## config.mk

```make
export PLATFORM = sky130hd
export DESIGN_NAME = tt_um_result_buffer
export DESIGN_NICKNAME = d
export VERILOG_FILES = /design/src/rtl/tt_um_result_buffer.sv
export SDC_FILE = /design/constraint.sdc
export NUM_CORES = 1
export LEC_CHECK = 0
export CAP_MARGIN = 20
export CELL_PAD_IN_SITES_DETAIL_PLACEMENT = 1
export CELL_PAD_IN_SITES_GLOBAL_PLACEMENT = 1
export CORE_MARGIN = 5
export CORE_UTILIZATION = 50
export CTS_BUF_LIST = sky130_fd_sc_hd__clkbuf_4 sky130_fd_sc_hd__clkbuf_8 sky130_fd_sc_hd__clkbuf_16
export DETAILED_ROUTE_END_ITERATION = 7
export PLACE_DENSITY = 0.81
export SLEW_MARGIN = 20
export SYNTH_ARGS = -nofsm -noshare
export SYNTH_HDL_FRONTEND = slang
export SYNTH_SLANG_ARGS = --single-unit
```

## constraint.sdc

```tcl
create_clock -name clk -period 12.95 [get_ports clk]
set_input_delay 1.295 -clock clk [delete_from_list [all_inputs] [get_ports clk]]
set_output_delay 1.295 -clock clk [all_outputs]
set_load 0.05 [all_outputs]
```

## src/rtl/tt_um_result_buffer.sv

```systemverilog
// Ping-pong result buffer: captures, requantizes and frames one result per row,
// then drains each frame as a valid/ready byte stream. Optional ReLU via RESULT_BUFFER_RELU_EN.
module tt_um_result_buffer #(
    parameter int OUT_LEN = 7,
    parameter int BIT_W   = 8
) (
    input  logic             clk,
    input  logic             rst,
    input  logic             in_valid,
    input  logic [2:0]       in_row,
    input  logic [BIT_W-1:0] in_data,
    input  logic [2:0]       shift,
    output logic             out_valid,
    input  logic             out_ready,
    output logic [BIT_W-1:0] out_data,
    output logic             out_last,
    output logic             overflow,
    output logic             seq_err
);

    localparam logic [1:0] EMPTY    = 2'd0;
    localparam logic [1:0] FILLING  = 2'd1;
    localparam logic [1:0] FULL     = 2'd2;
    localparam logic [1:0] DRAINING = 2'd3;

    localparam logic [2:0] LAST_ROW = 3'(OUT_LEN - 1);
    localparam logic signed [BIT_W:0] SAT_MAX = (BIT_W+1)'((1 << (BIT_W - 1)) - 1);
    localparam logic signed [BIT_W:0] SAT_MIN = (BIT_W+1)'(-(1 << (BIT_W - 1)));

    logic [1:0]       bank_state [2];
    logic [BIT_W-1:0] mem [2][OUT_LEN];
    logic             fill_bank;
    logic             drain_bank;
    logic [2:0]       fill_ptr;
    logic [2:0]       drain_ptr;
    logic [2:0]       shift_q;
    logic             dropping;
    logic             overflow_q;
    logic             seq_err_q;

    logic [1:0]              fill_state;
    logic [1:0]              drain_state;
    logic                    row_oob;
    logic                    fill_busy;
    logic                    start_frame;
    logic                    next_row;
    logic                    write_en;
    logic                    xfer;
    logic [2:0]              eff_shift;
    logic signed [BIT_W:0]   ext;
    logic signed [BIT_W:0]   round_add;
    logic signed [BIT_W:0]   rounded;
    logic signed [BIT_W:0]   shifted;
    logic [BIT_W-1:0]        sat;
    logic [BIT_W-1:0]        quant;

    // Row 0 uses the live shift input; later rows reuse the value latched with row 0.
    always_comb begin
        eff_shift = (in_row == 3'd0) ? shift : shift_q;
        ext       = {in_data[BIT_W-1], in_data};
        round_add = '0;
        if (eff_shift != 3'd0)
            round_add = (BIT_W+1)'(1) << (eff_shift - 3'd1);
        rounded = ext + round_add;
        shifted = rounded >>> eff_shift;
        if (shifted > SAT_MAX)
            sat = SAT_MAX[BIT_W-1:0];
        else if (shifted < SAT_MIN)
            sat = SAT_MIN[BIT_W-1:0];
        else
            sat = shifted[BIT_W-1:0];
`ifdef RESULT_BUFFER_RELU_EN
        quant = sat[BIT_W-1] ? '0 : sat;
`else
        quant = sat;
`endif
    end

    always_comb begin
        fill_state  = bank_state[fill_bank];
        drain_state = bank_state[drain_bank];
        row_oob     = {1'b0, in_row} >= 4'(OUT_LEN);
        fill_busy   = (fill_state == FULL) || (fill_state == DRAINING);
        start_frame = in_valid && !row_oob && (in_row == 3'd0) && !fill_busy;
        next_row    = in_valid && !row_oob && (in_row != 3'd0) && !dropping &&
                      (fill_state == FILLING) && (in_row == fill_ptr);
        write_en    = start_frame || next_row;
        out_valid   = (drain_state == FULL) || (drain_state == DRAINING);
        xfer        = out_valid && out_ready;
        out_data    = out_valid ? mem[drain_bank][drain_ptr] : '0;
        out_last    = out_valid && (drain_ptr == LAST_ROW);
    end

    // Fill and drain only ever touch a bank in disjoint states, so one block can own both.
    always_ff @(posedge clk) begin
        if (rst) begin
            bank_state[0] <= EMPTY;
            bank_state[1] <= EMPTY;
            fill_bank     <= 1'b0;
            drain_bank    <= 1'b0;
            fill_ptr      <= 3'd0;
            drain_ptr     <= 3'd0;
            shift_q       <= 3'd0;
            dropping      <= 1'b0;
            overflow_q    <= 1'b0;
            seq_err_q     <= 1'b0;
        end else begin
            if (in_valid) begin
                if (start_frame) begin
                    if (fill_state == FILLING)
                        seq_err_q <= 1'b1;
                    dropping              <= 1'b0;
                    bank_state[fill_bank] <= FILLING;
                    fill_ptr              <= 3'd1;
                    shift_q               <= shift;
                end else if (next_row) begin
                    if (in_row == LAST_ROW) begin
                        bank_state[fill_bank] <= FULL;
                        fill_bank             <= ~fill_bank;
                        fill_ptr              <= 3'd0;
                    end else begin
                        fill_ptr <= fill_ptr + 3'd1;
                    end
                end else if (!row_oob && (in_row == 3'd0)) begin
                    overflow_q <= 1'b1;
                    dropping   <= 1'b1;
                end else if (row_oob || !dropping) begin
                    seq_err_q <= 1'b1;
                    if (fill_state == FILLING) begin
                        bank_state[fill_bank] <= EMPTY;
                        fill_ptr              <= 3'd0;
                    end
                end
            end

            if (xfer && (drain_ptr == LAST_ROW)) begin
                bank_state[drain_bank] <= EMPTY;
                drain_bank             <= ~drain_bank;
                drain_ptr              <= 3'd0;
            end else begin
                if (xfer)
                    drain_ptr <= drain_ptr + 3'd1;
                if (drain_state == FULL)
                    bank_state[drain_bank] <= DRAINING;
            end
        end
    end

    always_ff @(posedge clk) begin
        if (write_en)
            mem[fill_bank][in_row] <= quant;
    end

    assign overflow = overflow_q;
    assign seq_err  = seq_err_q;

endmodule

```

Word level (Yosys, flattened, before mapping)
Memory sizes are Yosys's and may differ from the RTL's. A register that Yosys moved wholly into a read port is not among the register bits.
Index checks and enable logic that the tools add are counted.

word-level totals
  register bits after elaboration = 14
  bits in writable memories = 116
  output and inout port bits = 12
  word-level logic and storage cells = 146
  memories = 2

memory list
  name        words  bits a word  read ports  clocked after memory_dff  write ports  RTL line  source
  mem         2      56           1           1                         1            31        logic [BIT_W-1:0] mem [2][OUT_LEN];
  bank_state  2      2            2           2                         2            30        logic [1:0] bank_state [2];

cells by class
  $add $sub $neg = 4
  magnitude comparators = 6
  equality and inequality tests = 12
  shift operators = 2
  mux-type cells = 68
  bitwise gates (word level) = 9
  reductions and logical operators = 35

operators with widths
  operator               number
  $mux W56               1
  $mux W8                6
  $mux W1                46
  $bmux W8 S3            1
  $demux W8 S3           1
  $mux W3                7
  $logic_and A1 B1 Y1    12
  $reduce_and A4 Y1      3
  $reduce_bool A3 Y1     4
  $mux W2                5
  $add A8 B9 Y9          1
  $gt A9 B8 Y1 const B   1
  $lt A9 B8 Y1 const B   1
  $mux W9                1
  $shl A1 B3 Y9 const A  1
  $sshr A9 B3 Y9         1
  $eq A2 B2 Y1 const B   4
  $ge A4 B4 Y1 const B   2
  $not A3 Y4             2
  $add A3 B1 Y3 const B  2
  $eq A3 B3 Y1 const B   2
  $reduce_or A2 Y1       3
  $reduce_and A5 Y1      1
  $logic_or A1 B1 Y1     4
  other kinds (15)       24

Depth between registers and ports, before layout
  depth after elaboration = 16
  mapped depth = 19
  depth with buffers taken out = 17

Worst setup path before layout
No wires, ideal clock.

  kind = input port to flip-flop
  start point = in in_row[0]
  end point = mem mem[0][12] (netlist bit) (data pin)
  arrival time = 5235 ps
  data required time = 12638 ps
  path slack = 7403 ps
  stages on the path = 16
  cell sequence = buf_6 -> nor3_4 -> mux2i_1 -> nand2_4 -> inv_2 -> ha_1 -> nand2b_1 -> nor2_1 -> ha_1 -> fa_1 -> a211oi_2 -> o21ai_2 -> and3_4 -> nor3_4 -> a2111oi_0 -> nor3_1

between the ends
  cells in the longest elaborated chain, start to end = 10
  elaborated cells between the ends (all ways) = 12
  classes of those cells = 2 x add/sub; 2 x order compare; 2 x shift; 4 x mux; 2 x reduce/logical

RTL lines
  what                  RTL line  source
  start, declared       10        input logic [2:0] in_row,
  $logic_not A3 Y1 (*)  59        eff_shift = (in_row == 3'd0) ? shift : shift_q;
  $mux W3 (*)           59
  $sub A3 B1 Y3         63        round_add = (BIT_W+1)'(1) << (eff_shift - 3'd1);
  $shl A1 B3 Y9         63
  $mux W9               62        if (eff_shift != 3'd0)
  $add A8 B9 Y9         64        rounded = ext + round_add;
  $sshr A9 B3 Y9 (*)    65        shifted = rounded >>> eff_shift;
  $lt A9 B8 Y1          68        else if (shifted < SAT_MIN)
  $mux W8               68
  $mux W8 (*)           66        if (shifted > SAT_MAX)
  named net quant[4]    55        logic [BIT_W-1:0] quant;
  end, declared         31

Mark *: on every way through the listed nets, which the timed path passes. The rest lies on a longest branch.

Worst setup path in the final report
  start point = in in_row[2]
  end point = mem mem[0][5] (netlist bit) (data pin)

Same word-level chain as after synthesis.

==> qor.yml <==
worst_hold_path:
  min_path_type: "register to register"
timing:
  setup_violations: 0
  post-route-period-util_pct: 52.3
  rsz0062_at_grt: "false"
  fmax_ghz: 0.148
  setup_tns_ns: 0
  tightest_slew_ns: 1.09
  fin_skew_ns: 0.00402
  hold_viol: 0
  relSlewSlack_pct: 26.7
  slew_violations: 0
  min_period_ns: 6.77
worst_setup_path:
  cp.arrival_ns: 6.86
  rrSetupSlack_ns: 8.12
  cp_top_family: "simple AND/OR/NAND/NOR gates"
  endpoint_kind: "register"
  slowest_stage: "clkdlybuf4s50_1"
  critPathMaxStageDelay_ns: 0.72
  startpoint_type: "primary input"
  crit_fanout: 21
  crit_buf_inv: 3
  cp_data_required_time_ns: 13.04
  path_cells: "clkdlybuf4s50_1, nor3_4, mux2i_1, nand2_4, inv_2, ha_1, nand2b_1, nor2_1, ha_1, fa_1, a211oi_2, o21ai_2, and3_4, nor3_4, inv_2, o22ai_1, o31ai_1, o22ai_1"
  setup.worst_path.class: "primary input to register"
floorplanning:
  die_w_um: 124
  coreArea_um2: 12700
  ios: 30
  die_area_um2: 15300
  num_rows: 41
  initial_core_util_pct: 51.0
  die_y_um: 124
clock_tree:
  cts_hold_buf: 0
  post_cts_buffers: 0
  cts_buffers: 17
  cts_resized: 0
  cts_sinks: 132
  htree_levels: 4
  clkLatencyLatePin_ns: 0.41
  clockBufferDepth: 2
  cts.reportedPaths.clkPinSlew_ns: 0.06
  root_buffer: "clkbuf_16"
  tritoncts: "built"
synth:
  synthTopCellsByArea: "edfxtp_1 (54%), mux4_2 (8.4%), dfxtp_1 (5.0%)"
  syn_area_per_cell_um2: 13.0
  yosys_warnings: 0
  synth.cell_area_um2: 6460
  synth_edf_count: 116
  synth_top_area_cell: "edfxtp_1"
  yosys_most_used_dff: "edfxtp_1"
  seq_area_frac_synth_pct: 58.8
  synth_seq_cells: 132
  yosysUniqueCellTypes: 65
  synth_top_cell_area_share_pct: 53.9
  syn_nets: 529
  netlist_instances: 498
  ys_async_sr_fraction_pct: 0
final_layout:
  fin_cells: 715
  layout-drive-gt1-share_pct: 17.5
  multi_input_area_um2: 2490
  fill_cells: 1232
  area_growth_pct: 16.1
  antenna_cells: 0
  mostFrequentLayoutCell: "edfxtp_1"
  finalNetCount: 562
  seqCellArea_um2: 3800
  final_cell_mix: "edfxtp_1 (116), nor2_1 (57), nand2_1 (33)"
routing:
  drtIter0Drc: 255
  drt_first_pass_iters: 5
  wirelength_um: 16500
  wl_per_cell_um: 23.0
  num_vias: 4337
  via_per_inst: 6.07
  drc_errors: 0
  postRouteAntennaNets: 0
flow_run:
  maxCapViolCount: 0
global_route:
  grt_pass1_vias: 4575
  grt_usage_pct: 23.2
  antenna_found_initial: 0
  grt_max_degree: 31
  grt-ovfl-total: 0
  grt_pass1_wl_um: 26200
placed_design:
  hpwl_um: 11000
  dp.cells: 684
  place_congestion: 0.896
  port_buffers: 29
status:
  outcome: "completed"
power:
  pwr_density_cell_nw_per_um2: 142
  power_leakage_nw: 2.51
  vdd_ir_drop_max_mv: 0.0944
==> worst paths after layout <==
check / from / endpoint / cells after the start
max: in_row[2] / mem[0][5] / 18
min: shift_q[2] / shift_q[2] / 2
max reg2reg: shift_q[1] / mem[0][5] / 16
min reg2reg: shift_q[2] / shift_q[2] / 2
==> routing by layer <==
metal / part of all wire [%] / GRT usage (%) / up-vias
met5: 0 / 0 / -
met2: 53 / 40.6 / 132
met3: 5.0 / 4.50 / 18
met1: 41 / 29.4 / 2204
li1: - / - / 1983
met4: 1.5 / 6.85 / 0
==> registers in the layout, summed over array words and instances (netlist names), named ones only <==
name        flops
bank_state      4
drain_bank      1
drain_ptr       3
dropping        1
fill_bank       1
fill_ptr        3
mem           112
overflow        1
seq_err         1
shift_q         3
==> cell families (layout without fill, tap and decap cells) <==
family	count (synthesis)	count (layout)	share of synthesized area, %
simple gates	153	153	12.0
mux	51	51	12.8
xor+xnor	7	7	0.949
buf+inv	44	89	3.02
fa+ha+maj	13	13	2.63
flops	132	132	58.8
compound gates	98	98	9.76
==> power by group <==
part / switching [mW] / internal, mW / total, mW
Clock: 0.181 / 0.265 / 0.446
Combinational: 0.0882 / 0.0441 / 0.132
Sequential: 0.00441 / 0.485 / 0.490
Total: 0.274 / 0.794 / 1.07
==> metrics by stage <==
step	hold WS, ns	power [mW]	worst slack, ns	util, %	instance area [um^2]
finish	0.472	1.07	6.18	59.2	7500
global route	0.485	1.11	5.71	59.2	7500
CTS	0.474	1.08	6.22	59.2	7500
detailed placement	0.463	0.628	5.87	54.8	6940
global placement	0.452	0.621	6.20	54.8	6940
floorplan	0.434	0.585	7.40	-	6460
==> worst min-delay path, stage by stage, from the launching register on <==
cell and delay [ns]:
dfxtp_1 0.31, nand2_1 0.05, a21oi_1 0.06
==> cell usage after synthesis, types with 3 or more instances <==
| cell | instances |
|---|---|
| nand2b_1 | 4 |
| o22ai_1 | 11 |
| mux2_2 | 4 |
| a31oi_1 | 6 |
| nor3_1 | 17 |
| xnor2_1 | 6 |
| nor2_1 | 58 |
| edfxtp_1 | 116 |
| nand2_1 | 33 |
| a21o_1 | 5 |
| a21oi_1 | 30 |
| o211ai_1 | 3 |
| dfxtp_1 | 16 |
| nor4_1 | 5 |
| inv_1 | 15 |
| mux4_2 | 24 |
| a211oi_1 | 3 |
| buf_2 | 9 |
| and3_1 | 6 |
| o21ai_0 | 13 |
| nand3_1 | 6 |
| mux2i_1 | 22 |
| o21ai_1 | 6 |
| clkbuf_1 | 12 |
| ha_1 | 12 |
| inv_2 | 4 |
| o21a_1 | 3 |
==> layout make-up <==
class | count | share of cell area [%]
Clock buffer | 17 | 5.67
Clock inverter | 14 | 1.72
Inverter | 19 | 0.950
Multi-Input combinational cell | 322 | 33.2
Sequential cell | 132 | 50.7
Tap cell | 172 | 2.87
Timing Repair Buffer | 39 | 4.87
Note: power is estimated with default switching activity, not from simulation.
